$ cat config.mk
export PLATFORM = sky130hd
export DESIGN_NAME = ysyx_24100005_mem_arbiter
export DESIGN_NICKNAME = d
export VERILOG_FILES = /design/src/rtl/ysyx_24100005_mem_pkg.sv /design/src/rtl/ysyx_24100005_rr_arb2.sv /design/src/rtl/ysyx_24100005_mem_arbiter.sv
export SDC_FILE = /design/constraint.sdc
export NUM_CORES = 1
export LEC_CHECK = 0
export ABC_AREA = 1
export BUFFER_PORTS_ARGS = -buffer_cell sky130_fd_sc_hd__clkbuf_2
export CELL_PAD_IN_SITES_DETAIL_PLACEMENT = 0
export CELL_PAD_IN_SITES_GLOBAL_PLACEMENT = 2
export CORE_MARGIN = 2
export CORE_UTILIZATION = 22
export DETAILED_ROUTE_END_ITERATION = 16
export HOLD_SLACK_MARGIN = 0.02
export PLACE_DENSITY_LB_ADDON = 0.08
export SKIP_LAST_GASP = 1
export SLEW_MARGIN = 10
export SYNTH_ARGS = -nofsm -noshare
export SYNTH_HDL_FRONTEND = slang
export SYNTH_SLANG_ARGS = --single-unit
$ cat constraint.sdc
create_clock -name clk -period 1.8 [get_ports clk]
set_clock_uncertainty 0.2 [all_clocks]
set_input_delay 0.27 -clock clk [delete_from_list [all_inputs] [get_ports clk]]
set_output_delay 0.27 -clock clk [all_outputs]
set_load 0.005 [all_outputs]
$ cat src/rtl/ysyx_24100005_mem_pkg.sv
// Shared types for the NPC memory-port arbiter.
// FSM states, owner ids and the abort read value.
package ysyx_24100005_mem_pkg;

  typedef enum logic [1:0] {
    IDLE,
    REQ,
    WAIT,
    RESP
  } mem_arb_state_e;

  typedef enum logic {
    IFU = 1'b0,
    LSU = 1'b1
  } mem_owner_e;

  localparam logic [31:0] ERR_RDATA = 32'h0;

endpackage

$ cat src/rtl/ysyx_24100005_rr_arb2.sv
// Two-way round-robin grant, bit 0 = IFU, bit 1 = LSU.
// Ports: req[1:0] in, advance in (grant taken), gnt[1:0] one-hot out.
module ysyx_24100005_rr_arb2
  import ysyx_24100005_mem_pkg::*;
(
  input  logic       clk,
  input  logic       rst,
  input  logic [1:0] req,
  input  logic       advance,
  output logic [1:0] gnt
);

  mem_owner_e last_owner_q;
  mem_owner_e last_owner_d;

  // On a tie the requester not served last wins.
  always_comb begin
    gnt = 2'b00;
    unique case (req)
      2'b01: gnt = 2'b01;
      2'b10: gnt = 2'b10;
      2'b11: gnt = (last_owner_q == IFU) ? 2'b10 : 2'b01;
      2'b00: gnt = 2'b00;
    endcase
  end

  always_comb begin
    last_owner_d = last_owner_q;
    if (advance && (gnt != 2'b00)) begin
      last_owner_d = gnt[1] ? LSU : IFU;
    end
  end

  always_ff @(posedge clk) begin
    if (rst) begin
      last_owner_q <= IFU;
    end else begin
      last_owner_q <= last_owner_d;
    end
  end

endmodule

$ cat src/rtl/ysyx_24100005_mem_arbiter.sv
// Shares one memory port between IFU (read) and LSU (read/write).
// Ports: ifu_*/lsu_* requester handshakes, mem_* memory side, rsp_err.
module ysyx_24100005_mem_arbiter
  import ysyx_24100005_mem_pkg::*;
#(
  parameter int ADDR_W  = 32,
  parameter int DATA_W  = 32,
  parameter int TIMEOUT = 255
) (
  input  logic                clk,
  input  logic                rst,
  input  logic                ifu_req_valid,
  output logic                ifu_req_ready,
  input  logic [ADDR_W-1:0]   ifu_addr,
  output logic                ifu_rsp_valid,
  output logic [DATA_W-1:0]   ifu_rdata,
  input  logic                lsu_req_valid,
  output logic                lsu_req_ready,
  input  logic [ADDR_W-1:0]   lsu_addr,
  input  logic                lsu_wen,
  input  logic [DATA_W-1:0]   lsu_wdata,
  input  logic [DATA_W/8-1:0] lsu_wmask,
  output logic                lsu_rsp_valid,
  output logic [DATA_W-1:0]   lsu_rdata,
  output logic                rsp_err,
  output logic                mem_req_valid,
  input  logic                mem_req_ready,
  output logic [ADDR_W-1:0]   mem_addr,
  output logic                mem_wen,
  output logic [DATA_W-1:0]   mem_wdata,
  output logic [DATA_W/8-1:0] mem_wmask,
  input  logic                mem_rsp_valid,
  input  logic [DATA_W-1:0]   mem_rdata
);

  localparam int CNT_W = $clog2(TIMEOUT + 1);

  mem_arb_state_e state_q, state_d;
  mem_owner_e     owner_q, owner_d;
  logic [CNT_W-1:0] cnt_q, cnt_d;

  logic                mem_req_valid_q, mem_req_valid_d;
  logic [ADDR_W-1:0]   mem_addr_q, mem_addr_d;
  logic                mem_wen_q, mem_wen_d;
  logic [DATA_W-1:0]   mem_wdata_q, mem_wdata_d;
  logic [DATA_W/8-1:0] mem_wmask_q, mem_wmask_d;
  logic                ifu_rsp_valid_q, ifu_rsp_valid_d;
  logic                lsu_rsp_valid_q, lsu_rsp_valid_d;
  logic                rsp_err_q, rsp_err_d;
  logic [DATA_W-1:0]   ifu_rdata_q, ifu_rdata_d;
  logic [DATA_W-1:0]   lsu_rdata_q, lsu_rdata_d;

  logic [1:0]        arb_req;
  logic [1:0]        gnt;
  logic              accept;
  logic              timeout;
  logic              done;
  logic              done_err;
  logic [DATA_W-1:0] done_data;

  // Requests are only visible to the arbiter while idle.
  assign arb_req = (state_q == IDLE) ?
                   {lsu_req_valid, ifu_req_valid} : 2'b00;
  assign accept  = |gnt;

  ysyx_24100005_rr_arb2 u_arb (
    .clk     (clk),
    .rst     (rst),
    .req     (arb_req),
    .advance (accept),
    .gnt     (gnt)
  );

  assign ifu_req_ready = gnt[0];
  assign lsu_req_ready = gnt[1];

  // Fires on the last allowed REQ/WAIT cycle.
  assign timeout = (cnt_q == CNT_W'(TIMEOUT - 1));

  always_comb begin
    state_d         = state_q;
    owner_d         = owner_q;
    cnt_d           = cnt_q;
    mem_req_valid_d = mem_req_valid_q;
    mem_addr_d      = mem_addr_q;
    mem_wen_d       = mem_wen_q;
    mem_wdata_d     = mem_wdata_q;
    mem_wmask_d     = mem_wmask_q;
    ifu_rsp_valid_d = 1'b0;
    lsu_rsp_valid_d = 1'b0;
    rsp_err_d       = 1'b0;
    ifu_rdata_d     = ifu_rdata_q;
    lsu_rdata_d     = lsu_rdata_q;
    done            = 1'b0;
    done_err        = 1'b0;
    done_data       = '0;
    unique case (state_q)
      IDLE: begin
        if (accept) begin
          state_d         = REQ;
          owner_d         = gnt[1] ? LSU : IFU;
          cnt_d           = '0;
          mem_req_valid_d = 1'b1;
          if (gnt[1]) begin
            mem_addr_d  = lsu_addr;
            mem_wen_d   = lsu_wen;
            mem_wdata_d = lsu_wdata;
            mem_wmask_d = lsu_wmask;
          end else begin
            mem_addr_d  = ifu_addr;
            mem_wen_d   = 1'b0;
            mem_wdata_d = '0;
            mem_wmask_d = '0;
          end
        end
      end
      REQ: begin
        cnt_d = cnt_q + CNT_W'(1);
        if (timeout) begin
          done      = 1'b1;
          done_err  = 1'b1;
          done_data = DATA_W'(ERR_RDATA);
        end else if (mem_req_ready) begin
          state_d         = WAIT;
          mem_req_valid_d = 1'b0;
        end
      end
      WAIT: begin
        cnt_d = cnt_q + CNT_W'(1);
        if (mem_rsp_valid) begin
          done      = 1'b1;
          done_data = mem_wen_q ? {DATA_W{1'b0}} : mem_rdata;
        end else if (timeout) begin
          done      = 1'b1;
          done_err  = 1'b1;
          done_data = DATA_W'(ERR_RDATA);
        end
      end
      RESP: begin
        state_d = IDLE;
      end
    endcase
    if (done) begin
      state_d         = RESP;
      mem_req_valid_d = 1'b0;
      rsp_err_d       = done_err;
      if (owner_q == LSU) begin
        lsu_rsp_valid_d = 1'b1;
        lsu_rdata_d     = done_data;
      end else begin
        ifu_rsp_valid_d = 1'b1;
        ifu_rdata_d     = done_data;
      end
    end
  end

  always_ff @(posedge clk) begin
    if (rst) begin
      state_q         <= IDLE;
      owner_q         <= IFU;
      cnt_q           <= '0;
      mem_req_valid_q <= 1'b0;
      mem_addr_q      <= '0;
      mem_wen_q       <= 1'b0;
      mem_wdata_q     <= '0;
      mem_wmask_q     <= '0;
      ifu_rsp_valid_q <= 1'b0;
      lsu_rsp_valid_q <= 1'b0;
      rsp_err_q       <= 1'b0;
      ifu_rdata_q     <= '0;
      lsu_rdata_q     <= '0;
    end else begin
      state_q         <= state_d;
      owner_q         <= owner_d;
      cnt_q           <= cnt_d;
      mem_req_valid_q <= mem_req_valid_d;
      mem_addr_q      <= mem_addr_d;
      mem_wen_q       <= mem_wen_d;
      mem_wdata_q     <= mem_wdata_d;
      mem_wmask_q     <= mem_wmask_d;
      ifu_rsp_valid_q <= ifu_rsp_valid_d;
      lsu_rsp_valid_q <= lsu_rsp_valid_d;
      rsp_err_q       <= rsp_err_d;
      ifu_rdata_q     <= ifu_rdata_d;
      lsu_rdata_q     <= lsu_rdata_d;
    end
  end

  assign mem_req_valid = mem_req_valid_q;
  assign mem_addr      = mem_addr_q;
  assign mem_wen       = mem_wen_q;
  assign mem_wdata     = mem_wdata_q;
  assign mem_wmask     = mem_wmask_q;
  assign ifu_rsp_valid = ifu_rsp_valid_q;
  assign lsu_rsp_valid = lsu_rsp_valid_q;
  assign rsp_err       = rsp_err_q;
  assign ifu_rdata     = ifu_rdata_q;
  assign lsu_rdata     = lsu_rdata_q;

endmodule

Word level (Yosys, flattened, before mapping)
Cells that the tools add are included.
{"block": "totals", "reg_bits": 149, "inputBits": 139, "output_inout_bits": 139, "elab_cells": 76}
{"block": "op_classes", "addsub": 1, "eq_ne": 13, "n_mux": 29, "n_bitwise": 2, "n_reduce_logical": 17}
{"operator": "$mux W32", "n": 5}
{"operator": "$pmux W8 S2", "n": 1}
{"operator": "$mux W2", "n": 6}
{"operator": "$mux W1", "n": 10}
{"operator": "$add A8 B1 Y8 const B", "n": 1}
{"operator": "$eq A2 B2 Y1 const B", "n": 4}
{"operator": "$eq A8 B8 Y1 const B", "n": 1}
{"operator": "$mux W8", "n": 1}
{"operator": "$pmux W2 S4", "n": 1}
{"operator": "$reduce_and A2 Y1", "n": 4}
{"operator": "$reduce_and A4 Y1", "n": 2}
{"operator": "$reduce_or A2 Y1", "n": 4}
{"operator": "$ne A3 B3 Y1 const B", "n": 2}
{"operator": "$pmux W1 S2", "n": 3}
{"operator": "$pmux W2 S3", "n": 1}
{"operator": "$reduce_bool A2 Y1", "n": 3}
{"operator": "$eq A2 B1 Y1 const B", "n": 2}
{"operator": "$logic_not A2 Y1", "n": 2}
{"operator": "$mux W4", "n": 1}
{"operator": "$ne A2 B2 Y1 const B", "n": 2}
{"operator": "$reduce_bool A4 Y1", "n": 1}
{"operator": "$ne A3 B2 Y1 const B", "n": 1}
{"operator": "$ne A2 B1 Y1 const B", "n": 1}
{"operator": "$not A1 Y1", "n": 2}
{"operator": "$logic_and A1 B1 Y1", "n": 1}

Depth between registers and ports, before layout
Gate-level depths: netlist of the first run.
{"block": "logic_depth", "word_depth": 8, "ltp_mapped": 12, "depth_no_buf": 12}

Hierarchy
Synthesis of the first run repeated with hierarchy kept, for this count alone.
{"block": "unflattened", "hier_cells": 996, "hier_area_um2": 6779.0}
{"module": "ysyx_24100005_mem_arbiter", "n_inst": 1, "cells_per_inst": 987, "area_per_inst_um2": 6713.9, "seq_area_each_um2": 2962.8}
{"module": "ysyx_24100005_rr_arb2", "n_inst": 1, "cells_per_inst": 9, "area_per_inst_um2": 65.1, "seq_area_each_um2": 20.0}

Worst setup path after synthesis of the first run
Ideal clock, no wire load.
{"block": "synth_path", "path_type": "register to register", "from": "register state_q[0]", "to": "register cnt_q[3]", "setup_ns": 0.070, "arrival_time_ns": 1.659, "t_required_ns": 1.530, "slack_ns": -0.128, "stages_incl_launch_ff": 8, "path_buffers": 0, "period_less_slack_ns": 1.928, "path_cell_list": "dfxtp_1 inv_1 ha_1 inv_1 a21oi_1 nand2_1 or2_2 a21oi_1"}
{"block": "synth_between", "elab_chain_len": 7, "elab_cells_between_ends": 15, "cone_classes": "6 x eq/ne; 3 x mux; 6 x reduce/logical"}
{"element": "from (decl)", "line": "ysyx_24100005_mem_arbiter.sv:38", "source": "mem_arb_state_e state_q, state_d;"}
{"element": "from (signal assigned)", "line": "ysyx_24100005_mem_arbiter.sv:173", "source": "state_q <= state_d;"}
{"element": "$logic_not A2 Y1", "line": "ysyx_24100005_mem_arbiter.sv:62, ysyx_24100005_mem_arbiter.sv:97"}
{"element": "$mux W2", "line": "ysyx_24100005_mem_arbiter.sv:62", "source": "assign arb_req = (state_q == IDLE) ?"}
{"element": "$eq A2 B2 Y1 (tied with other cells)", "line": "ysyx_24100005_rr_arb2.sv:19", "source": "unique case (req)"}
{"element": "$pmux W2 S4", "line": "ysyx_24100005_rr_arb2.sv:19"}
{"element": "$reduce_or A2 Y1", "line": "ysyx_24100005_mem_arbiter.sv:64", "source": "assign accept = |gnt;"}
{"element": "$ne A2 B1 Y1 (no source line)"}
{"element": "$reduce_and A2 Y1 (no source line)"}
{"element": "to (signal assigned)", "line": "ysyx_24100005_mem_arbiter.sv:175", "source": "cnt_q <= cnt_d;"}
{"element": "to (decl)", "line": "ysyx_24100005_mem_arbiter.sv:40", "source": "logic [CNT_W-1:0] cnt_q, cnt_d;"}
Several ways; a longest one is shown, not always the timed one.
A chain may end at the register's enable or synchronous reset.

Worst setup path in the final report of the first run
{"block": "layout_path", "from": "register state_q[0]", "to": "output port lsu_req_ready"}
{"block": "layout_between", "elab_chain_len": 4, "elab_cells_between_ends": 7, "cone_classes": "3 x eq/ne; 2 x mux; 2 x reduce/logical"}
{"element": "$logic_not A2 Y1 (*)", "line": "ysyx_24100005_mem_arbiter.sv:62"}
{"element": "$mux W2 (*)", "line": "ysyx_24100005_mem_arbiter.sv:62"}
{"element": "$eq A2 B2 Y1 (tied with other cells)", "line": "ysyx_24100005_rr_arb2.sv:19"}
{"element": "$pmux W2 S4 (*)", "line": "ysyx_24100005_rr_arb2.sv:19"}
{"element": "to (decl)", "line": "ysyx_24100005_mem_arbiter.sv:18", "source": "output logic lsu_req_ready,"}
Mark *: on every way between the ends. The rest lies on a longest branch, timed or not.

==> summary.txt, run 1 <==
Status
  – Status: complete, but fails checks
  – Failing checks: setup timing

Synth
  – Yosys warning total: 0
  – Synth cell types: 24
  – Syn avg cell area: 6.65 um^2
  – Post-synthesis cell area: 6530 um^2
  – Synth Register Bits: 149
  – Syn Inst Count: 982
  – Sequential-to-total area share from yosys stat: 0.457
  – Synthesized Nets: 1127

Power
  – Clock power share: 0.291
  – Internal power: 8.11 mW
  – Gate power share: 0.372
  – Max IR drop VDD: 0.495 mV
  – Switching power share of the total: 0.354
  – Static Leak: 5.84 nW
  – Sw power: 4.45 mW
  – Cell area power density: 1140 nW/um^2
  – Flop pwr share: 0.337

Clocking
  – H-tree depth: 4
  – Max clock buf depth: 2
  – Clock tree from TritonCTS: done
  – Clk sink count: 149
  – Clock transition at the registers of the reported paths: 0.07 ns
  – Worst-Skew Late Latency: 0.42 ns
  – CTS buffer count: 17
  – Root Driver: clkbuf_16

Route
  – Post-DRT Antenna Nets: 0
  – DRT Wirelength: 23.7 mm
  – TritonRoute pass-1 iters: 4
  – Initial DRC Count: 195
  – Vias/cell: 3.92
  – Via count: 7177
  – DR WL/cell: 13.0 um
  – Drt drc: 0

Worst setup path
  – CP Capture Type: primary output
  – Worst Path Required: 1.33 ns
  – CP max FO: 3
  – Worst path arrival time: 1.43 ns
  – CP Class: reg -> out
  – R2r worst-path depth: 12
  – Worst R2R Start: cnt_q[0]$_SDFFE_PP0P_
  – Worst setup path start: state_q[0]$_SDFFE_PP0P_
  – Slowest Stage Delay on Critical Path: 0.32 ns
  – CP max-delay cell: dfxtp_2
  – Most frequent CP cell: inv_2
  – CP cell instances: inv_2, ha_4, nand2_2, inv_2, nand2_2, inv_2, buf_12, buf_6
  – Critical path launch point type: flop

STA
  – Final worst-path cycle share: 1.05
  – Final worst slack: -0.0989 ns
  – Hold Violations, Final: 0
  – RSZ-0062 raised after global routing: true
  – Slew HR: 0.721
  – Min Tclk post-route: 1.90 ns
  – # setup viols final: 36
  – F_max: 0.527 GHz
  – Least-Margin Pin Slew: 0.418 ns
  – Max Slew Vio Count: 0

GRT
  – GR Layer Usage met2: 0.244
  – GR Util met1: 0.196
  – Largest net degree at the start of global routing: 38
  – M3 GR Usage: 0.0489
  – First-pass GRT wire length: 37.2 mm
  – Number of global-route vias before repair: 6960
  – Initial antenna violation count: 1
  – Total GRT Usage: 0.151
  – GRT Max-Usage Layer: met2
  – GR Overflow Total: 0

Place
  – Hpwl dp: 16.2 mm
  – Port Buffers: 277
  – Placed cell areas: 8770 um^2
  – Gpl congestion: 0.727
  – Placed Instances: 1652

Layout
  – Commonest non-fill, non-tap cell in the layout: nand2_1
  – Layout cell share with drive strength beyond 1: 0.295
  – Post-Layout Cell Count: 1829
  – Area grow syn2layout: 67.9%
  – Most frequent cells in the layout: nand2_1, clkbuf_2, inv_1
  – Layout Nets: 1570
  – Final Cell Area: 11000 um^2

Min path
  – Hold Startpoint: ifu_addr[1]
  – Hold depth: 5
  – Min-delay worst type: in -> reg

Floorplanning
  – Boundary pin count: 278
  – Starting Density: 0.222
  – Core area: 29400 um^2
  – Chip height: 176 um
  – Row count: 63
  – Die area: 31100 um^2
  – Die width: 176 um

Flow run
  – Max_cap viols: 0
-- power by group through the flow --
stage	logic, mW	clock network (mW)	registers [mW]
detailed placement	4.00	0	4.29
global route	5.23	3.95	4.31
global placement	4.05	0	4.30
floorplan	1.99	0	4.32
CTS	4.54	3.81	4.24
finish	4.67	3.66	4.23
-- logic make-up (layout without fill, tap and decap cells) --
kind of cell               count (synthesis)  in the layout  share of synthesized area
and+or+nand+nor                          528            528                      0.321
adders and majority gates                  6              6                     0.0115
AOI/OAI and AO/OA                         86             86                     0.0805
other                                      0              1                          0
DFF                                      149            149                      0.457
buffers and inverters                    212            668                      0.129
xor gates and xnor gates                   1              1                    0.00134
-- final timing paths --
check                         endpoint  slack (ns)
min reg2reg  mem_wdata[2]$_SDFFE_PP0P_        0.26
max reg2reg    state_q[0]$_SDFFE_PP0P_        -0.1
min           mem_addr[1]$_SDFFE_PP0P_        0.03
max                      lsu_req_ready        -0.1
-- critical path, delay by kind of cell, from the launching register on --
family                     cells  cell delay [ns]
buffers and inverters          5             0.41
adders and majority gates      1             0.16
DFF                            1             0.32
and+or+nand+nor                2             0.10
-- sequential cells by signal, summed over array words and instances, names as in the netlist --
name	count
cnt_q	8
ifu_rdata	32
ifu_rsp_valid	1
lsu_rdata	32
lsu_rsp_valid	1
mem_addr	32
mem_req_valid	1
mem_wdata	32
mem_wen	1
mem_wmask	4
owner_q	1
rsp_err	1
state_q	2
u_arb.last_owner_q	1
-- cells in the mapped netlist --
library cell | instances | share of area
o21ai_0 | 3 | 0.0023
a21oi_1 | 48 | 0.037
o21ai_1 | 1 | 0.00077
nand2_1 | 319 | 0.18
nand3_1 | 38 | 0.029
nor3_1 | 4 | 0.0031
nor2_1 | 144 | 0.083
a31o_2 | 1 | 0.0013
ha_1 | 6 | 0.011
buf_2 | 11 | 0.0084
dfxtp_1 | 149 | 0.46
a21oi_4 | 1 | 0.0025
nand2_2 | 2 | 0.0019
clkbuf_1 | 34 | 0.020
inv_2 | 2 | 0.0011
nand3_2 | 2 | 0.0031
or2_2 | 2 | 0.0019
buf_6 | 4 | 0.0069
nor2_2 | 1 | 0.00096
xor2_1 | 1 | 0.0013
nand4_1 | 16 | 0.015
o211ai_1 | 32 | 0.037
inv_1 | 156 | 0.090
buf_1 | 5 | 0.0029
-- area by class of cell --
| class | instances | area, um^2 |
|---|---|---|
| timing repair buffer | 478 | 3460 |
| antenna | 1 | 2.50 |
| multi-input combinational | 621 | 2850 |
| inverter | 158 | 597 |
| fill | 3183 | 18400 |
| clock buffer | 18 | 439 |
| sequential | 149 | 2990 |
| tap | 390 | 488 |
| clock inverter | 14 | 143 |
-- metrics by stage --
step           hold slack, ns  setup TNS (ns)  power (mW)  setup WS, ns  utilization
4_1_cts                0.0210           -2.49        12.6       -0.0927        0.368
3_5_place_dp            0.258          -10.32        8.29        -0.245        0.298
3_3_place_gp            0.252           -7.74        8.34        -0.174        0.298
2_1_floorplan           0.215        -0.00363        6.31      -0.00363            -
5_1_grt                0.0559           -9.94        13.5        -0.222        0.373
6_report               0.0335           -1.16        12.6       -0.0989        0.373
-- layer usage --
layer	up-vias	wire [um]
li1	3863	-
met1	3118	11100
met2	186	10800
met3	10	1680
met4	0	178
met5	-	0
-- what timing repair did --
action,4_1_cts,5_1_grt
endpoints found under the setup margin,74,103
gates resized for setup,19,24
hold endpoints to repair,121,0
pin swaps,9,7
hold buffers,127,0
cloned,3,2
setup buffers,10,6
No activity file was read; power rests on OpenSTA's default activity.
==> run 2: changes to the inputs <==
--- a/config.mk
+++ b/config.mk
@@ -13,8 +13,7 @@
 export CORE_UTILIZATION = 22
 export DETAILED_ROUTE_END_ITERATION = 16
 export HOLD_SLACK_MARGIN = 0.02
-export PLACE_DENSITY_LB_ADDON = 0.08
-export SKIP_LAST_GASP = 1
+export PLACE_DENSITY_LB_ADDON = 0.1
 export SLEW_MARGIN = 10
 export SYNTH_ARGS = -nofsm -noshare
 export SYNTH_HDL_FRONTEND = slang
==> constraint.sdc (replaced) <==
create_clock -name clk -period 1.8 [get_ports clk]
set_clock_uncertainty 0.2 [all_clocks]
set_input_delay 0.27 -clock clk [delete_from_list [all_inputs] [get_ports clk]]
set_output_delay 0.27 -clock clk [all_outputs]
set_load 0.02 [all_outputs]
==> run 2 against run 1 <==
The run still ends with setup timing left. Clock power fell by 1%. Via count rose by 1.8%. Worst setup slack worse by 0.0022 ns. Total power grew 9.9%. Register-to-register slack about the same. Die area stayed put. Largest power group unchanged.
==> summary.txt, run 2 (synthesized netlist as in run 1, its figures left out) <==
Power
  – Switching power share of the total: 0.390 (+0.0356)
  – Sw power: 5.38 mW (+21%)
  – Flop pwr share: 0.308 (-0.029)
  – Clock power share: 0.262 (-0.029)
  – Max IR drop VDD: 0.454 mV (-8.2%)
  – Gate power share: 0.430 (+0.058)
  – Cell area power density: 1180 nW/um^2 (+3.4%)
  – Internal power: 8.42 mW (+3.9%)
  – Power, Total: 13.8 mW (+9.9%)
  – Static Leak: 6.18 nW (+5.8%)

Worst setup path
  – CP max FO: 9 (+6)
  – CP Capture Type: flop
  – Critical path launch point type: flop
  – Worst path arrival time: 2.06 ns (+0.63 ns)
  – Worst Path Required: 1.96 ns (+0.63 ns)
  – CP Class: reg -> reg

GRT
  – Number of global-route vias before repair: 7003 (+0.62%)
  – First-pass GRT wire length: 36.5 mm (-1.9%)
  – Largest net degree at the start of global routing: 60 (+58%)
  – Initial antenna violation count: 1 (unchanged)
  – GR Overflow Total: 0 (unchanged)
  – Total GRT Usage: 0.147 (-0.00410)

Route
  – Drt drc: 0 (unchanged)
  – Post-DRT Antenna Nets: 0 (unchanged)
  – Vias/cell: 3.99 (+1.8%)
  – TritonRoute pass-1 iters: 6 (+2)
  – DRT Wirelength: 24.4 mm (+3.1%)
  – Initial DRC Count: 209 (+7.2%)
  – Via count: 7309 (+1.8%)
  – DR WL/cell: 13.3 um (+3.0%)

STA
  – Slew HR: 0.617 (-0.104)
  – Max Slew Vio Count: 0 (unchanged)
  – TNS Setup: -2.54 ns (-1.38 ns)
  – RSZ-0062 raised after global routing: true
  – Final worst slack: -0.101 ns (-0.00220 ns)
  – WHS: 0.0130 ns (-0.0205 ns)
  – # setup viols final: 48 (+33%)
  – F_max: 0.526 GHz (-0.12%)
  – Final worst-path cycle share: 1.06 (+0.00122)
  – Least-Margin Pin Slew: 0.574 ns (+0.156 ns)
  – Min Tclk post-route: 1.90 ns (+0.00220 ns)
  – Hold Violations, Final: 0 (unchanged)

Place
  – Hpwl dp: 15.9 mm (-2.1%)
  – Gpl congestion: 0.714 (-1.8%)
  – Port Buffers: 277 (unchanged)
  – Pre-CTS WS: -0.306 ns (-0.0614 ns)
  – Placed cell areas: 8720 um^2 (-0.49%)

Layout
  – Most frequent cells in the layout: clkbuf_2, nand2_1, inv_1
  – Fill cells: 3153 (-0.94%)
  – Sequential cell area: 2990 um^2 (unchanged)
  – Layout Nets: 1571 (+0.064%)
  – Final Cell Area: 11600 um^2 (+6.3%)
  – Layout cell share with drive strength beyond 1: 0.358 (+0.0630)
  – Commonest non-fill, non-tap cell in the layout: clkbuf_2
  – Area occupied by multi-input gates: 3320 um^2 (+16%)
  – Area grow syn2layout: 78.4%

Min path
  – Min-delay worst type: in -> reg

Floorplanning
  – Die area: 31100 um^2 (unchanged)
  – Die width: 176 um (unchanged)
  – Core area: 29400 um^2 (unchanged)
  – Starting Density: 0.222 (unchanged)
  – Row count: 63 (unchanged)
  – Boundary pin count: 278 (unchanged)
  – Chip height: 176 um (unchanged)

Clocking
  – Clk sink count: 149 (unchanged)
  – Max clock buf depth: 2 (unchanged)
  – Clock tree from TritonCTS: done
  – Clock transition at the registers of the reported paths: 0.07 ns (about the same)
  – CTS buffer count: 17 (unchanged)
  – H-tree depth: 4 (unchanged)
  – Worst-Skew Late Latency: 0.42 ns (about the same)
  – Root Driver: clkbuf_16

Status
  – Failing checks: setup timing
  – Status: complete, but fails checks

Flow run
  – Max_cap viols: 0 (unchanged)
-- run 2: final cells by class --
class	instances	share of cell area
Antenna cell	1	0.000215
Clock buffer	18	0.0377
Clock inverter	14	0.0120
Inverter	158	0.0519
Multi-Input combinational cell	621	0.285
Sequential cell	149	0.256
Tap cell	390	0.0419
Timing Repair Buffer	479	0.315
-- run 2: layer usage --
metal | vias up | share of wire | global-route usage
met5 | - | 0 | 0
met4 | 0 | 0.011 | 0.0386
met3 | 16 | 0.066 | 0.0454
met2 | 195 | 0.47 | 0.239
met1 | 3233 | 0.45 | 0.189
li1 | 3865 | - | -
-- run 2: path summary, 6_finish.rpt --
kind,slack (ns),end,from,cells after the start
setup / recovery,-0.10,lsu_rdata[11]$_SDFFE_PP0P_,cnt_q[0]$_SDFFE_PP0P_,12
hold / removal,0.01,mem_addr[3]$_SDFFE_PP0P_,lsu_addr[3],5
setup reg to reg,-0.10,lsu_rdata[11]$_SDFFE_PP0P_,cnt_q[0]$_SDFFE_PP0P_,12
hold reg to reg,0.27,mem_wdata[3]$_SDFFE_PP0P_,mem_wdata[3]$_SDFFE_PP0P_,2
-- run 2: power by group through the flow --
stage | combinational (mW) | clock [mW] | sequential (mW)
finish | 5.93 | 3.62 | 4.24
global route | 6.48 | 3.90 | 4.32
CTS | 5.13 | 3.77 | 4.25
detailed placement | 4.59 | 0 | 4.31
global placement | 4.62 | 0 | 4.31
floorplan | 2.01 | 0 | 4.95
-- run 2: what timing repair did --
item | 4_1_cts | 5_1_grt
endpoints found under the hold margin | 119 | 0
pin swaps | 4 | 21
setup endpoints to repair | 77 | 145
resized for setup | 25 | 155
cloned | 1 | 10
hold buffers | 127 | 0
setup buffers | 10 | 7
-- run 2: through the flow --
stage,util,std cells
2_1_floorplan,-,982
3_3_place_gp,0.297,1644
3_5_place_dp,0.297,1644
4_1_cts,0.366,1813
5_1_grt,0.396,1829
6_report,0.396,1830
-- run 2: worst max-delay path, cell delays in order, from the launching register on --
cell and delay (ns):
dfxtp_2 0.33, inv_2 0.07, ha_4 0.14, nand2_4 0.05, nor2_4 0.10, nand2_2 0.08
a21oi_4 0.24, nand3_4 0.10, buf_12 0.17, clkbuf_16 0.16, nand2_1 0.05, nand2_1 0.05
nor2_1 0.10
